## src/rtl/mem_arbiter.sv

```systemverilog
// Arbitrates one shared memory port between instruction fetch and data access.
// Data wins by default; a saturating starvation counter forces a fetch grant.
module mem_arbiter #(
  parameter int STARVE_LIMIT = 4
) (
  input  logic        clk,
  input  logic        rst,
  input  logic        if_req,
  input  logic [31:0] if_addr,
  input  logic        if_flush,
  output logic        if_ready,
  output logic [31:0] if_rdata,
  input  logic        dm_req,
  input  logic        dm_we,
  input  logic [31:0] dm_addr,
  input  logic [31:0] dm_wdata,
  output logic        dm_ready,
  output logic [31:0] dm_rdata,
  output logic        mem_req,
  output logic        mem_we,
  output logic [31:0] mem_addr,
  output logic [31:0] mem_wdata,
  input  logic [31:0] mem_rdata,
  input  logic        mem_ack
);

  localparam int CW = ($clog2(STARVE_LIMIT + 1) > 3) ? $clog2(STARVE_LIMIT + 1) : 3;
  localparam logic [CW-1:0] LIMIT = CW'(STARVE_LIMIT);

  typedef enum logic [1:0] {IDLE, FETCH, DATA} state_t;

  state_t        state_q;
  logic [CW-1:0] starveCnt_q, starveCnt_d;
  logic          discard_q;
  logic          memReq_q, memWe_q;
  logic [31:0]   memAddr_q, memWdata_q;
  logic          ifReady_q, dmReady_q;
  logic [31:0]   ifRdata_q, dmRdata_q;
  logic          anyReq, grantFetch;

  // Fetch only wins when data is absent or the fetch has waited out its limit.
  always_comb begin
    anyReq      = if_req | dm_req;
    grantFetch  = if_req && (!dm_req || (starveCnt_q == LIMIT));
    starveCnt_d = starveCnt_q;
    if (state_q == IDLE && anyReq) begin
      if (grantFetch)
        starveCnt_d = '0;
      else if (if_req && starveCnt_q != LIMIT)
        starveCnt_d = starveCnt_q + CW'(1);
    end
  end

  always_ff @(posedge clk) begin
    if (rst) begin
      state_q     <= IDLE;
      starveCnt_q <= '0;
      discard_q   <= 1'b0;
      memReq_q    <= 1'b0;
      memWe_q     <= 1'b0;
      memAddr_q   <= 32'h0;
      memWdata_q  <= 32'h0;
      ifReady_q   <= 1'b0;
      dmReady_q   <= 1'b0;
      ifRdata_q   <= 32'h0;
      dmRdata_q   <= 32'h0;
    end else begin
      ifReady_q   <= 1'b0;
      dmReady_q   <= 1'b0;
      starveCnt_q <= starveCnt_d;
      case (state_q)
        IDLE: begin
          if (anyReq) begin
            memReq_q <= 1'b1;
            if (grantFetch) begin
              state_q    <= FETCH;
              memAddr_q  <= if_addr;
              memWe_q    <= 1'b0;
              memWdata_q <= 32'h0;
              discard_q  <= if_flush;
            end else begin
              state_q    <= DATA;
              memAddr_q  <= dm_addr;
              memWe_q    <= dm_we;
              memWdata_q <= dm_wdata;
            end
          end
        end
        // A flush seen at any point of the fetch suppresses its response.
        FETCH: begin
          if (mem_ack) begin
            state_q   <= IDLE;
            memReq_q  <= 1'b0;
            discard_q <= 1'b0;
            if (!(discard_q || if_flush)) begin
              ifReady_q <= 1'b1;
              ifRdata_q <= mem_rdata;
            end
          end else if (if_flush) begin
            discard_q <= 1'b1;
          end
        end
        DATA: begin
          if (mem_ack) begin
            state_q   <= IDLE;
            memReq_q  <= 1'b0;
            dmReady_q <= 1'b1;
            if (!memWe_q)
              dmRdata_q <= mem_rdata;
          end
        end
        default: state_q <= IDLE;
      endcase
    end
  end

  assign mem_req   = memReq_q;
  assign mem_we    = memWe_q;
  assign mem_addr  = memAddr_q;
  assign mem_wdata = memWdata_q;
  assign if_ready  = ifReady_q;
  assign if_rdata  = ifRdata_q;
  assign dm_ready  = dmReady_q;
  assign dm_rdata  = dmRdata_q;

endmodule

```

## config.mk

```make
export PLATFORM = sky130hd
export DESIGN_NAME = mem_arbiter
export DESIGN_NICKNAME = d
export VERILOG_FILES = /design/src/rtl/mem_arbiter.sv
export SDC_FILE = /design/constraint.sdc
export NUM_CORES = 1
export LEC_CHECK = 0
export CORE_MARGIN = 5
export CORE_UTILIZATION = 43
export DETAILED_ROUTE_END_ITERATION = 6
export GPL_ROUTABILITY_DRIVEN = 0
export GPL_TIMING_DRIVEN = 0
export PLACE_DENSITY = 0.84
export SLEW_MARGIN = 20
export SYNTH_ARGS = -nofsm -noshare
export SYNTH_HDL_FRONTEND = slang
export SYNTH_SLANG_ARGS = --single-unit
```

## constraint.sdc

```tcl
create_clock -name clk -period 2.7 [get_ports clk]
set_input_delay 0.27 -clock clk [delete_from_list [all_inputs] [get_ports clk]]
set_output_delay 0.27 -clock clk [all_outputs]
set_load 0.01 [all_outputs]
```

==> results.md, run 1 <==
- The synthesis-to-layout area growth is 61.6%.
- The distinct cell type count of the synthesized netlist is 32.
- Setup repair after global routing left no endpoint under its margin.
- Counting every sink on the clock net gives 138.
- The number of resized instances in the post-cts repair step is 0.
- The actual slew at the worst max-slew pin is 0.576 ns.
- The worst-case IR drop observed on VDD is 0.348 mV.
- 0 antenna diodes ended up in the layout.
- The pre-CTS setup slack is 0.641 ns.
- The Yosys step of the flow raised 0 warnings.
- In the layout the commonest cells are 266 x sky130_fd_sc_hd__clkdlybuf4s50_1, 166 x sky130_fd_sc_hd__nand2_1, 138 x sky130_fd_sc_hd__dfxtp_1.
- In this run the power density over the cells is 606 mW/mm2.
- The final-stage net count is 1101.
- The violation count after the first detailed-routing iteration is 382.
- The number of global-route vias before repair is 5609.
- At the worst endpoint, the arrival time is 2.13 ns.
- The worst clock skew is 0.00962 ns.
- The data required time of the critical path is 3.04 ns.
- The first global-routing pass estimated 28800 um of wire.
- Counting flops with a built-in enable in the synthesized netlist gives 0.
- The fraction of post-synthesis cell area in the top cell type by area is 50.2%.
- The die outline width is 123 um.
- The initial core utilization is 43.8%.
- After technology mapping, the gate count stands at 676.
- After detailed routing, the average wire length per cell comes to 16.6 um.
- The count of placed standard cells including taps is 1114.
- The worst setup path is of the flop to flop kind.
- The pin count of the biggest net entering global routing is 17.
- The run finished with clean final reports.
- For this run, asynchronously set or reset flops after synthesis account for 0%.
- The source-to-sink clock delay at the later pin of the worst-skew pair is 0.41 ns.
- In this run the mean area of a mapped cell was 8.15 um2.
- The number of failing hold endpoints at the final stage is 0.
- The library cell used most frequently in the layout, excluding fill and tap cells, is sky130_fd_sc_hd__clkdlybuf4s50_1.
- In the routed layout, each cell is associated on average with a via count of 5.20.
- The number of H-tree levels is 4.
- TritonCTS built the clock tree.
- The time the worst path needs with I/O delays and setup is 1.79 ns.
- The hold buffer count at CTS is 0.
- Along the worst hold path, the cell count comes to 3.
- The cell taking the most area after synthesis is sky130_fd_sc_hd__dfxtp_1.
- The maximum frequency from static timing analysis is 0.558 GHz.
- The CTS clock-pin slew for the worst setup and hold paths is 0.06 ns.
- Excluding fillers, the count of instances in the completed layout stands at 1144.
- The total count of max-transition violations in the final report is 0.
- Power comes to 0.00539 W.
- Measured against its own limit, the worst slew margin works out to 61.6%.
- Ranked by total cell area, the synthesized netlist is headed by sky130_fd_sc_hd__dfxtp_1 50%, sky130_fd_sc_hd__nand2_1 11%, sky130_fd_sc_hd__a21oi_1 9.4%.
- The floorplan row count is 41.
- After clock tree synthesis, the setup repair step added 0 buffers.
- The overall fraction of global-route tracks in use is 24.4%.
- The post-synthesis instance area is 0.00551 mm2.
- The share of layout cells above drive strength 1 is 6.38%.
- In the routed design, unresolved DRC markers number 0.
- The first TritonRoute pass finished after 5 iterations.
- The worst setup margin is 0.907 ns.
- The die covers 0.0152 mm2.
- The number of input and output port buffers inserted is 266.
- Synthesis inferred 138 register bits.
- The floorplan step defined a core boundary enclosing 0.0126 mm2.
- Summed over all nets, the half-perimeter wirelength after detailed placement is 14300 um.
- The number of buffers on the longest clock path is 2.
- In the final timing run, aggregate negative setup slack is 0 ns.
- STA classifies the critical path startpoint as a flop.
- The number of CTS-inserted buffers is 17.
- The share of the clock period used by the worst path is 66.4%.
- The total grt overflow is 0.
- The number of nets in the synthesized netlist is 816.
- Of all nets on the critical path, the largest fanout is 10.
- The number of antenna violations at the first check in global routing was 0.
- In the synthesized netlist the dominant register cell turns out to be sky130_fd_sc_hd__dfxtp_1.
- The final layout contains routed wiring with a total length of 19000 um.
- The chip height is 123 um.
- Across all layers, the routed design uses 5951 vias.
- STA classifies the critical path endpoint as a flop.
- Summed over all cells, the static leakage comes to 3.11 nW.
- The depth of the most critical reg-to-reg path is 7.
- Once detail routing completed, the nets flagged for antenna violations numbered 0.
- The tightest min-delay check is of the primary input to flop type.
- The cell sitting at the root of the clock tree is a sky130_fd_sc_hd__clkbuf_16.
- Max-cap violations in this run came to 0.
- The total of endpoints with negative setup slack in the final report is 0.
- The filler cells instantiated in the layout total 1005.
- The sequential element share of the synthesized area is 50.2%.
- The count of boundary I/O pins is 267.
[synthesized netlist by cell type, drive strengths merged (2+ instances only)]
master	instances
nand4	2
nand2b	2
buf	34
clkbuf	33
dfxtp	138
nor3b	2
or3	2
mux2i	2
nor2	37
a21oi	103
ha	5
a311oi	32
inv	5
nand3	32
nand2	166
o21ai	36
o211ai	34
[flip-flops by register name, indices dropped and copies added, names as in the netlist]
| signal | count |
|---|---|
| mem_req | 1 |
| discard_q | 1 |
| dm_ready | 1 |
| if_rdata | 32 |
| mem_we | 1 |
| dm_rdata | 32 |
| mem_addr | 32 |
| mem_wdata | 32 |
| if_ready | 1 |
| starveCnt_q | 3 |
| state_q | 2 |
[critical path, stage by stage (launching register included)]
cell	delay, ns
sky130_fd_sc_hd__dfxtp_1	0.34
sky130_fd_sc_hd__inv_1	0.07
sky130_fd_sc_hd__ha_1	0.19
sky130_fd_sc_hd__buf_2	0.17
sky130_fd_sc_hd__o21ai_1	0.26
sky130_fd_sc_hd__clkbuf_1	0.43
sky130_fd_sc_hd__nand2_1	0.12
sky130_fd_sc_hd__a21oi_1	0.15
[layout make-up]
type	instances	area, um2	share of cell area [%]
clock inverter	8	48.8	0.548
inverter	5	18.8	0.211
sequential	138	2760	31.1
tap	172	215	2.42
clock buffer	22	464	5.22
buffer	67	329	3.70
timing repair buffer	266	2660	29.9
multi-input combinational	466	2400	26.9
[per-stage QoR]
stage / utilization (%) / cell area [um2] / hold slack (ns)
after global routing: 70.8 / 8900 / 0.428
after CTS: 70.8 / 8900 / 0.423
after detailed placement: 66.7 / 8380 / 0.446
after floorplan: - / 5510 / 0.391
after global placement: 66.7 / 8380 / 0.441
final: 70.8 / 8900 / 0.437
[routing by layer]
layer / vias to the layer above / share of wire, % / GRT usage (%)
met5: - / 0 / 0
met1: 2761 / 39 / 29.0
met3: 35 / 8.9 / 7.73
li1: 2913 / - / -
met4: 0 / 2.8 / 9.41
met2: 242 / 49 / 40.9
[cells by family after synthesis]
kind of cell	share of synthesized area (%)
multiplexers	0.364
buffers and inverters	6.32
AND/OR/NAND/NOR	18.5
adder cells (fa/ha/maj)	1.14
flip-flops	50.2
AO/OA/AOI/OAI	23.5
[worst paths after layout]
kind | startpoint | to | slack [ns]
max | state_q[0] | mem_wdata[0] | 0.91
min | mem_rdata[18] | if_rdata[18] | 0.44
max reg2reg | state_q[0] | mem_wdata[0] | 0.91
min reg2reg | if_rdata[3] | if_rdata[3] | 0.45
[where the power goes]
part / internal (W) / leakage [nW] / switching [W] / total [W]
sequential: 0.00218 / 1.13 / 0.0000718 / 0.00225
clock: 0.00120 / 0.251 / 0.000843 / 0.00205
combinational: 0.000575 / 1.73 / 0.000518 / 0.00109
(Power assumes the default switching activity.)
==> run 2, diff against run 1 <==
--- a/config.mk
+++ b/config.mk
@@ -6,11 +6,11 @@
 export NUM_CORES = 1
 export LEC_CHECK = 0
 export CORE_MARGIN = 5
-export CORE_UTILIZATION = 43
+export CORE_UTILIZATION = 37
 export DETAILED_ROUTE_END_ITERATION = 6
 export GPL_ROUTABILITY_DRIVEN = 0
 export GPL_TIMING_DRIVEN = 0
-export PLACE_DENSITY = 0.84
+export PLACE_DENSITY = 0.77
 export SLEW_MARGIN = 20
 export SYNTH_ARGS = -nofsm -noshare
 export SYNTH_HDL_FRONTEND = slang
==> constraint.sdc (replaced) <==
create_clock -name clk -period 1.6 [get_ports clk]
set_input_delay 0.16 -clock clk [delete_from_list [all_inputs] [get_ports clk]]
set_output_delay 0.16 -clock clk [all_outputs]
set_load 0.01 [all_outputs]
==> results.md, run 2 (synthesis results as in run 1) <==
- The actual slew at the worst max-slew pin came to 0.636 ns (+0.0591 ns).
- The number of CTS-inserted buffers is 17 (unchanged).
- The total grt overflow was 0 (unchanged).
- Setup repair after global routing could not meet its margin everywhere.
- The overall fraction of global-route tracks in use was 21.8% (-2.5 points).
- The number of H-tree levels was 4 (unchanged).
- The checks that failed: setup timing.
- The count of placed standard cells including taps is 1126 (+1.1%).
- From synthesis to final layout, the design area changed by 68.5%.
- The CTS clock-pin slew for the worst setup and hold paths is 0.06 ns (about the same).
- The total power was 0.00985 W (+83%).
- The total clock sinks is 138 (unchanged).
- The worst clock skew is 0.00586 ns (-0.00376 ns).
- The pre-CTS setup slack is -0.408 ns (-1.05 ns).
- The peak per-stage delay on the critical path is 0.35 ns (-0.08 ns).
- The tightest hold margin came to 0.314 ns (-0.123 ns).
- The area of the core region is 0.0146 mm2 (+16%).
- The final standard cell utilization of the core is 63.6% (-7.2 points).
- The most frequent standard cell in the layout excluding fill and tap cells is sky130_fd_sc_hd__clkdlybuf4s50_1.
- The final antenna-violating net count is 0 (unchanged).
- The max-capacitance violation count is 0 (unchanged).
- The area of the die is 0.0174 mm2 (+15%).
- The cell leakage power is 3.27 nW (+5.0%).
- The violation count after the first detailed-routing iteration was 238 (-38%).
- The buffering stage count on the worst path with inverters included is 3 (unchanged).
- The worst setup path is captured at a flop.
- The source-to-sink clock delay at the later pin of the worst-skew pair is 0.42 ns (about the same).
- The critical path launch point type is a flop.
- The number of input and output port buffers inserted is 266 (unchanged).
- The CTS tree is done.
- Walking the worst path, the cells encountered are inv_2 -> ha_4 -> a21boi_4 -> buf_6 -> clkbuf_16 -> o211ai_1 -> a21oi_1.
- The die outline width was 132 um (+7.2%).
- The time the worst path needs with I/O delays and setup is 1.61 ns (-0.185 ns).
- The average routed wire per standard cell was 17.1 um (+3.0%).
- The family of cells with the greatest summed delay on the critical path is compound AO/OA/AOI/OAI gates.
- The hold buffer count at CTS was 0 (unchanged).
- The number of antenna diodes is 0 (unchanged).
- The peak supply drop was 0.733 mV (+110%).
- The chip height was 132 um (+7.2%).
- The global-route wire length before repair is 30800 um (+6.7%).
- The share of layout cells above drive strength 1 is 10.2% (+3.8 points).
- The worst setup margin came to -0.00821 ns (-0.915 ns).
- The number of buffers on the longest clock path came to 2 (unchanged).
- The final-stage net count was 1107 (+0.54%).
- The critical path's slowest cell is sky130_fd_sc_hd__dfxtp_2.
- The initial core utilization is 37.7% (-6.1 points).
- The via count of the routed design is 5963 (+0.20%).
- The maximum fanout count along the critical path was 7 (-3).
- The maximum frequency from static timing analysis is 0.622 GHz (+11%).
- The pin count of the biggest net entering global routing is 17 (unchanged).
- The floorplan row count is 44 (+7.3%).
- The number of failing hold endpoints at the final stage was 0 (unchanged).
- The via count normalized by instance count came to 5.12 (-1.5%).
- The total count of max-transition violations in the final report was 0 (unchanged).
- The number of global-route vias before repair is 5686 (+1.4%).
- In this run the worst hold path is classified as primary input to flop.
- The flow ran to the end, but the final reports show violations.
- The data required time of the critical path came to 1.94 ns (-1.10 ns).
- The post-route DRC violation count came to 0 (unchanged).
- The share of the clock period used by the worst path is 101% (+34 points).
- The detailed-route wire length was 19900 um (+4.8%).
- The total of endpoints with negative setup slack in the final report is 2 (+2).
- The worst setup path is of the flop to flop kind.
- The tree is rooted in a sky130_fd_sc_hd__clkbuf_16.
- The total power per unit cell area is 1060 mW/mm2 (+75%).
- The arrival time of the worst setup path is 1.95 ns (-0.18 ns).
- The worst slew margin relative to its limit came to 57.6% (-3.9 points).
- The number of antenna violations at the first check in global routing is 0 (unchanged).
- The final instance count without filler cells is 1164 (+1.7%).
- The HPWL after detailed placement came to 14500 um (+2.0%).
- The iteration count of the initial detailed-routing pass is 5 (unchanged).
- The count of boundary I/O pins is 267 (unchanged).
- Leaving out fill and tap cells, the most frequent cells in the layout are 266 x sky130_fd_sc_hd__clkdlybuf4s50_1, 166 x sky130_fd_sc_hd__nand2_1, 134 x sky130_fd_sc_hd__dfxtp_1.
[run 2: per-stage QoR]
step | setup TNS, ns | area [um2]
floorplan | 0 | 5510
global placement | -41.91 | 8400
detailed placement | -43.21 | 8400
CTS | 0 | 9090
global route | -2.84 | 9280
finish | -0.00929 | 9280
[run 2: repair_timing]
action                                  4_1_cts  5_1_grt
endpoints found under the setup margin      105      127
pin swaps                                     2        5
setup buffers                                 1        3
cloned                                        1        3
gates resized for setup                      29       48
[run 2: routing by layer]
| layer | global-route usage [%] | part of all wire, % |
|---|---|---|
| met1 | 27.5 | 41 |
| met2 | 35.8 | 48 |
| met3 | 6.56 | 8.3 |
| met4 | 7.14 | 3.0 |
| met5 | 0 | 0 |
[run 2: path summary, 6_finish.rpt]
check,start,endpoint,slack [ns],depth (start not counted)
worst max-delay path,starveCnt_q[0],mem_wdata[4],-0.008,7
worst min-delay path,mem_rdata[20],dm_rdata[20],0.31,3
worst max register to register,starveCnt_q[0],mem_wdata[4],-0.008,7
worst min register to register,mem_wdata[11],mem_wdata[11],0.45,2
[run 2: worst register-to-register path, stage by stage (launching register included)]
cell                        delay [ns]
sky130_fd_sc_hd__dfxtp_2          0.35
sky130_fd_sc_hd__inv_2            0.05
sky130_fd_sc_hd__ha_4             0.17
sky130_fd_sc_hd__a21boi_4         0.31
sky130_fd_sc_hd__buf_6            0.23
sky130_fd_sc_hd__clkbuf_16        0.16
sky130_fd_sc_hd__o211ai_1         0.08
sky130_fd_sc_hd__a21oi_1          0.18
[run 2: power breakdown]
group          leakage [nW]  switching (W)  internal (W)  total [W]
Sequential             1.13       0.000126       0.00368    0.00381
Clock                 0.291        0.00157       0.00251    0.00408
Combinational          1.84       0.000908       0.00106    0.00197
[run 2: layout make-up]
| cell class | instances | area [um2] |
|---|---|---|
| fill | 1244 | 5310 |
| sequential | 138 | 2770 |
| timing repair buffer | 274 | 2760 |
| multi-input combinational | 466 | 2450 |
| clock buffer | 19 | 443 |
| buffer | 65 | 440 |
| tap | 184 | 230 |
| clock inverter | 13 | 169 |
| inverter | 5 | 18.8 |
